**config.mk**
```make
export PLATFORM = sky130hd
export DESIGN_NAME = fpu_op_sequencer
export DESIGN_NICKNAME = d
export VERILOG_FILES = /design/src/rtl/fpu_op_sequencer.sv
export SDC_FILE = /design/constraint.sdc
export NUM_CORES = 1
export LEC_CHECK = 0
export BUFFER_PORTS_ARGS = -buffer_cell sky130_fd_sc_hd__clkbuf_2
export CAP_MARGIN = 40
export CELL_PAD_IN_SITES_DETAIL_PLACEMENT = 0
export CELL_PAD_IN_SITES_GLOBAL_PLACEMENT = 2
export CORE_ASPECT_RATIO = 1.4
export CORE_MARGIN = 4
export CORE_UTILIZATION = 32
export CTS_CLUSTER_DIAMETER = 150
export CTS_CLUSTER_SIZE = 8
export DETAILED_ROUTE_END_ITERATION = 6
export PLACE_DENSITY_LB_ADDON = 0.15
export SLEW_MARGIN = 20
export SYNTH_ARGS = -nofsm -noshare
export SYNTH_HDL_FRONTEND = slang
export SYNTH_SLANG_ARGS = --single-unit
```
**constraint.sdc**
```tcl
create_clock -name clk -period 5.9 [get_ports clk]
set_input_delay 0.59 -clock clk [delete_from_list [all_inputs] [get_ports clk]]
set_output_delay 0.59 -clock clk [all_outputs]
set_load 0.005 [all_outputs]
```
**src/rtl/fpu_op_sequencer.sv**
```systemverilog
// Single-issue sequencer between a valid/ready request port and the hardfloat datapath:
// loads operand registers, waits LATENCY cycles, captures result/flags and hands them downstream.
module fpu_op_sequencer #(
   parameter int SIZE    = 32,
   parameter int OP_W    = 4,
   parameter int LATENCY = 2
) (
   input  logic            clk,
   input  logic            rst,
   input  logic            in_valid,
   output logic            in_ready,
   input  logic [OP_W-1:0] in_op,
   input  logic [SIZE:0]   in_a,
   input  logic [SIZE:0]   in_b,
   input  logic            kill,
   output logic            reg_we,
   output logic [SIZE:0]   reg_a,
   output logic [SIZE:0]   reg_b,
   output logic [OP_W-1:0] reg_op,
   input  logic [SIZE:0]   fpu_result,
   input  logic [4:0]      fpu_flags,
   output logic            out_valid,
   input  logic            out_ready,
   output logic [SIZE:0]   out_result,
   output logic [4:0]      out_flags,
   output logic            busy
);

   typedef enum logic [1:0] {
      IDLE = 2'd0,
      LOAD = 2'd1,
      EXEC = 2'd2,
      DONE = 2'd3
   } state_t;

   localparam logic [7:0] LAT_M1 = 8'(LATENCY - 1);

   state_t          state_q, state_d;
   logic [7:0]      cnt_q, cnt_d;
   logic [SIZE:0]   reg_a_q, reg_a_d;
   logic [SIZE:0]   reg_b_q, reg_b_d;
   logic [OP_W-1:0] reg_op_q, reg_op_d;
   logic [SIZE:0]   res_q, res_d;
   logic [4:0]      flags_q, flags_d;

   // State, counter and data registers; reset discards any operation in flight.
   always_ff @(posedge clk or posedge rst) begin
      if (rst) begin
         state_q  <= IDLE;
         cnt_q    <= 8'd0;
         reg_a_q  <= '0;
         reg_b_q  <= '0;
         reg_op_q <= '0;
         res_q    <= '0;
         flags_q  <= 5'd0;
      end else begin
         state_q  <= state_d;
         cnt_q    <= cnt_d;
         reg_a_q  <= reg_a_d;
         reg_b_q  <= reg_b_d;
         reg_op_q <= reg_op_d;
         res_q    <= res_d;
         flags_q  <= flags_d;
      end
   end

   // Next-state logic; kill only acts in LOAD and EXEC so a produced result is always delivered.
   always_comb begin
      state_d  = state_q;
      cnt_d    = cnt_q;
      reg_a_d  = reg_a_q;
      reg_b_d  = reg_b_q;
      reg_op_d = reg_op_q;
      res_d    = res_q;
      flags_d  = flags_q;
      case (state_q)
         IDLE: begin
            if (in_valid) begin
               reg_a_d  = in_a;
               reg_b_d  = in_b;
               reg_op_d = in_op;
               state_d  = LOAD;
            end else begin
               state_d  = IDLE;
            end
         end
         LOAD: begin
            if (kill) begin
               state_d = IDLE;
            end else begin
               cnt_d   = LAT_M1;
               state_d = EXEC;
            end
         end
         EXEC: begin
            if (kill) begin
               state_d = IDLE;
            end else if (cnt_q == 8'd0) begin
               res_d   = fpu_result;
               flags_d = fpu_flags;
               state_d = DONE;
            end else begin
               cnt_d   = cnt_q - 8'd1;
            end
         end
         DONE: begin
            if (out_ready) begin
               state_d = IDLE;
            end else begin
               state_d = DONE;
            end
         end
         default: begin
            state_d = IDLE;
         end
      endcase
   end

   // in_ready is masked by rst so every output reads 0 while reset is held.
   assign in_ready   = (state_q == IDLE) && !rst;
   assign reg_we     = (state_q == LOAD);
   assign out_valid  = (state_q == DONE);
   assign busy       = (state_q != IDLE);
   assign reg_a      = reg_a_q;
   assign reg_b      = reg_b_q;
   assign reg_op     = reg_op_q;
   assign out_result = res_q;
   assign out_flags  = flags_q;

endmodule

```
==> impl_metrics.csv <==
group,metric,value,unit
power_and_ir_drop,power_frac_clock,0.278,
cts,htreeDepth,4,
worst_setup_path,ff2ff_setup_slack,3.54,ns
cts,post_cts_resized,0,
sta,tightest_slew,0.784,ns
yosys,synth-seq-cells,118,
cts,cts_root_buf,"clkbuf_16",
placed_design,dp_cells,700,
die,coreArea,14400,sq um
finish,final_cells,732,
sta,layout_min_cycle_time,2.36,ns
finish,fillers,1395,
yosys,syn-instance-count,294,
cts,cts_buffers,17,
sta,tns,0,ns
worst_setup_path,critPathCaptureType,"flop",
yosys,yosysSeqAreaShare,0.626,
global_route,grt_usage,0.142,
power_and_ir_drop,seqPwrFrac,0.388,
die,initial_core_util,0.326,
outcome,status,"finished clean",
yosys,syn_area_per_cell,16.0,sq um
routing,finalWirelength,11800,um
worst_setup_path,ff2ff_path_depth,4,
routing,drtAntennaViolNets,0,
worst_setup_path,path_max_fanout,61,
cts,cts_tree,"done",
power_and_ir_drop,switching_power,1.08,mW
sta,slew_viol_final,0,
yosys,synth_cell_types,32,
yosys,yosys_warnings,0,
power_and_ir_drop,p_leak,3.41,nW
cts,clock_sinks,118,
power_and_ir_drop,p_per_area,554,nW/um^2
cts,cts.clk_slew.worst_paths,0.05,ns
finish,multiInputGateArea,1660,sq um
finish,final_cell_area,6630,sq um
worst_setup_path,crit_type,"flop to flop",
die,dieArea,16800,sq um
die,num_rows,52,
sta,max-slew-margin-rel,0.477,
routing,num_vias,3193,
finish,register_area,2950,sq um
sta,setup_violations,0,
die,dieWidth,111,um
die,die_height,152,um
worst_setup_path,startpoint_type,"flop",
yosys,syn-cell-area,4710,sq um
routing,vias_per_cell,4.36,
finish,nets,645,
power_and_ir_drop,sw_frac_of_total,0.295,
global_route,grt_pass1_vias,3395,
power_and_ir_drop,internal_power,2.59,mW
finish,layout_commonest_cell,"clkbuf_2",
worst_setup_path,path_cells,"or2_2 -> nor2_4 -> buf_4 -> mux2_2",
worst_setup_path,crit_required,6.17,ns
global_route,grt_max_degree,62,
worst_setup_path,cpPeakStageDelay,0.66,ns
routing,routedWlPerCell,16.1,um
yosys,syn_nets,409,
finish,layout-drive-gt1-share,0.689,
worst_setup_path,worst_path_max_delay_cell,"buf_4",
power_and_ir_drop,vdd_ir_drop_max,0.000177,V
worst_setup_path,reg2reg_from,"state_q[0]",
cts,post_cts_buffers,0,
cts,cts_max_path_buffers,2,
routing,dr.pass1.iters,3,
hold_path,hp-class,"input pin to async pin",
sta,max_freq,424,MHz
placed_design,post_dp_cell_area,6040,sq um
flow_run,cap_violations,0,
routing,drc,0,
global_route,grt_pass1_wl,18500,um
finish,final_cell_mix,"clkbuf_2 (224), dfrtp_1 (118), mux2_2 (88)",
placed_design,dp_hpwl,9010,um
worst_setup_path,rr_endpoint,"reg_a[31]",
cts,clock_latency,0.40,ns
placed_design,port_buffers,224,
worst_setup_path,arrival,2.63,ns
die,ioPinCount,225,
placed_design,gp_congestion,0.724,
sta,hold_viol,0,
power_and_ir_drop,power_frac_comb,0.335,
sta,period_share,0.400,
global_route,antenna_found_initial,1,
global_route,overflow,0,
finish,area_growth,40.6,%
routing,drt-initial-drc-count,100,
cts,ctsHoldBuffers,0,
sta,skew,0.0134,ns
sta,rsz0062_at_grt,"no",
finish,num_antenna_cells,0,
-- worst max path at each step --
stage               startpoint   endpoint  slack [ns]  cells after the start
floorplan                  rst   cnt_q[0]        2.18                      1
global placement    state_q[0]  reg_a[14]        3.54                      4
detailed placement  state_q[0]  reg_b[15]        3.50                      4
CTS                 state_q[0]  reg_b[20]        3.49                      4
global route        state_q[0]  reg_b[12]        3.41                      4
finish              state_q[0]  reg_a[31]        3.54                      4
-- per-stage QoR --
step | utilization | total power [mW] | hold slack, ns | setup slack, ns
after floorplan | - | 2.11 | 0.504 | 2.18
after global placement | 0.416 | 2.67 | 0.486 | 3.54
after detailed placement | 0.418 | 2.70 | 0.493 | 3.50
after CTS | 0.459 | 3.75 | 0.309 | 3.49
after global routing | 0.459 | 3.92 | 0.342 | 3.41
final | 0.459 | 3.67 | 0.293 | 3.54
-- power by group through the flow --
| stage | combinational (mW) | sequential (mW) | clock (mW) |
|---|---|---|---|
| floorplan | 0.662 | 1.45 | 0 |
| global placement | 1.24 | 1.42 | 0 |
| detailed placement | 1.27 | 1.44 | 0 |
| CTS | 1.27 | 1.43 | 1.06 |
| global route | 1.34 | 1.48 | 1.10 |
| finish | 1.23 | 1.42 | 1.02 |
-- metal layers --
layer	global-route usage	wire length, um
met5	0	8
met1	0.155	4370
met4	0.0524	214
met2	0.252	6480
met3	0.0532	719
-- synth_stat cells (all sizes together) --
master,number,area (sq um)
a2111oi,1,8.76
a211oi,1,7.51
a21boi,1,11.3
a21o,1,7.51
a21oi,1,5.00
buf,11,91.3
dfrtp,118,2950
ha,2,25.0
inv,5,18.8
mux2,108,1290
mux2i,6,60.1
nand2,10,37.5
nand2b,1,6.26
nand3,4,25.0
nand3b,1,7.51
nand4,1,6.26
nand4b,1,8.76
nor2,10,40.0
nor2b,2,12.5
nor3,2,10.0
nor3b,2,31.3
nor4,1,21.3
o21a,1,7.51
or2,1,6.26
or3,1,6.26
xor2,1,8.76
-- layout make-up --
| class | count | share of cell area |
|---|---|---|
| Clock inverter | 13 | 0.0236 |
| Sequential cell | 118 | 0.446 |
| Clock buffer | 19 | 0.0653 |
| Inverter | 5 | 0.00321 |
| Timing Repair Buffer | 228 | 0.177 |
| Multi-Input combinational cell | 160 | 0.250 |
| Tap cell | 189 | 0.0357 |
-- worst max-delay path, delay by kind of cell, from the launching register on --
family / cells / cell delay (ns)
buffers and inverters: 1 / 0.66
and+or+nand+nor: 2 / 0.65
DFF: 1 / 0.45
muxes: 1 / 0.41
-- logic make-up (layout without fill, tap and decap cells) --
group                      after synthesis  after routing  share of synthesized area
AOI/OAI and AO/OA                        6              6                     0.0101
and+or+nand+nor                         37             37                     0.0464
DFF                                    118            118                      0.626
adders and majority gates                2              2                    0.00531
muxes                                  114            114                      0.287
buffers and inverters                   16            265                     0.0234
xor gates and xnor gates                 1              1                    0.00186
-- flip-flops by register name (all words and copies together) (netlist names) --
signal and cells:
state_q 2, reg_a 33, out_flags 5, out_result 33, reg_b 33, reg_op 4
cnt_q 8
No activity file was read; power rests on OpenSTA's default activity.
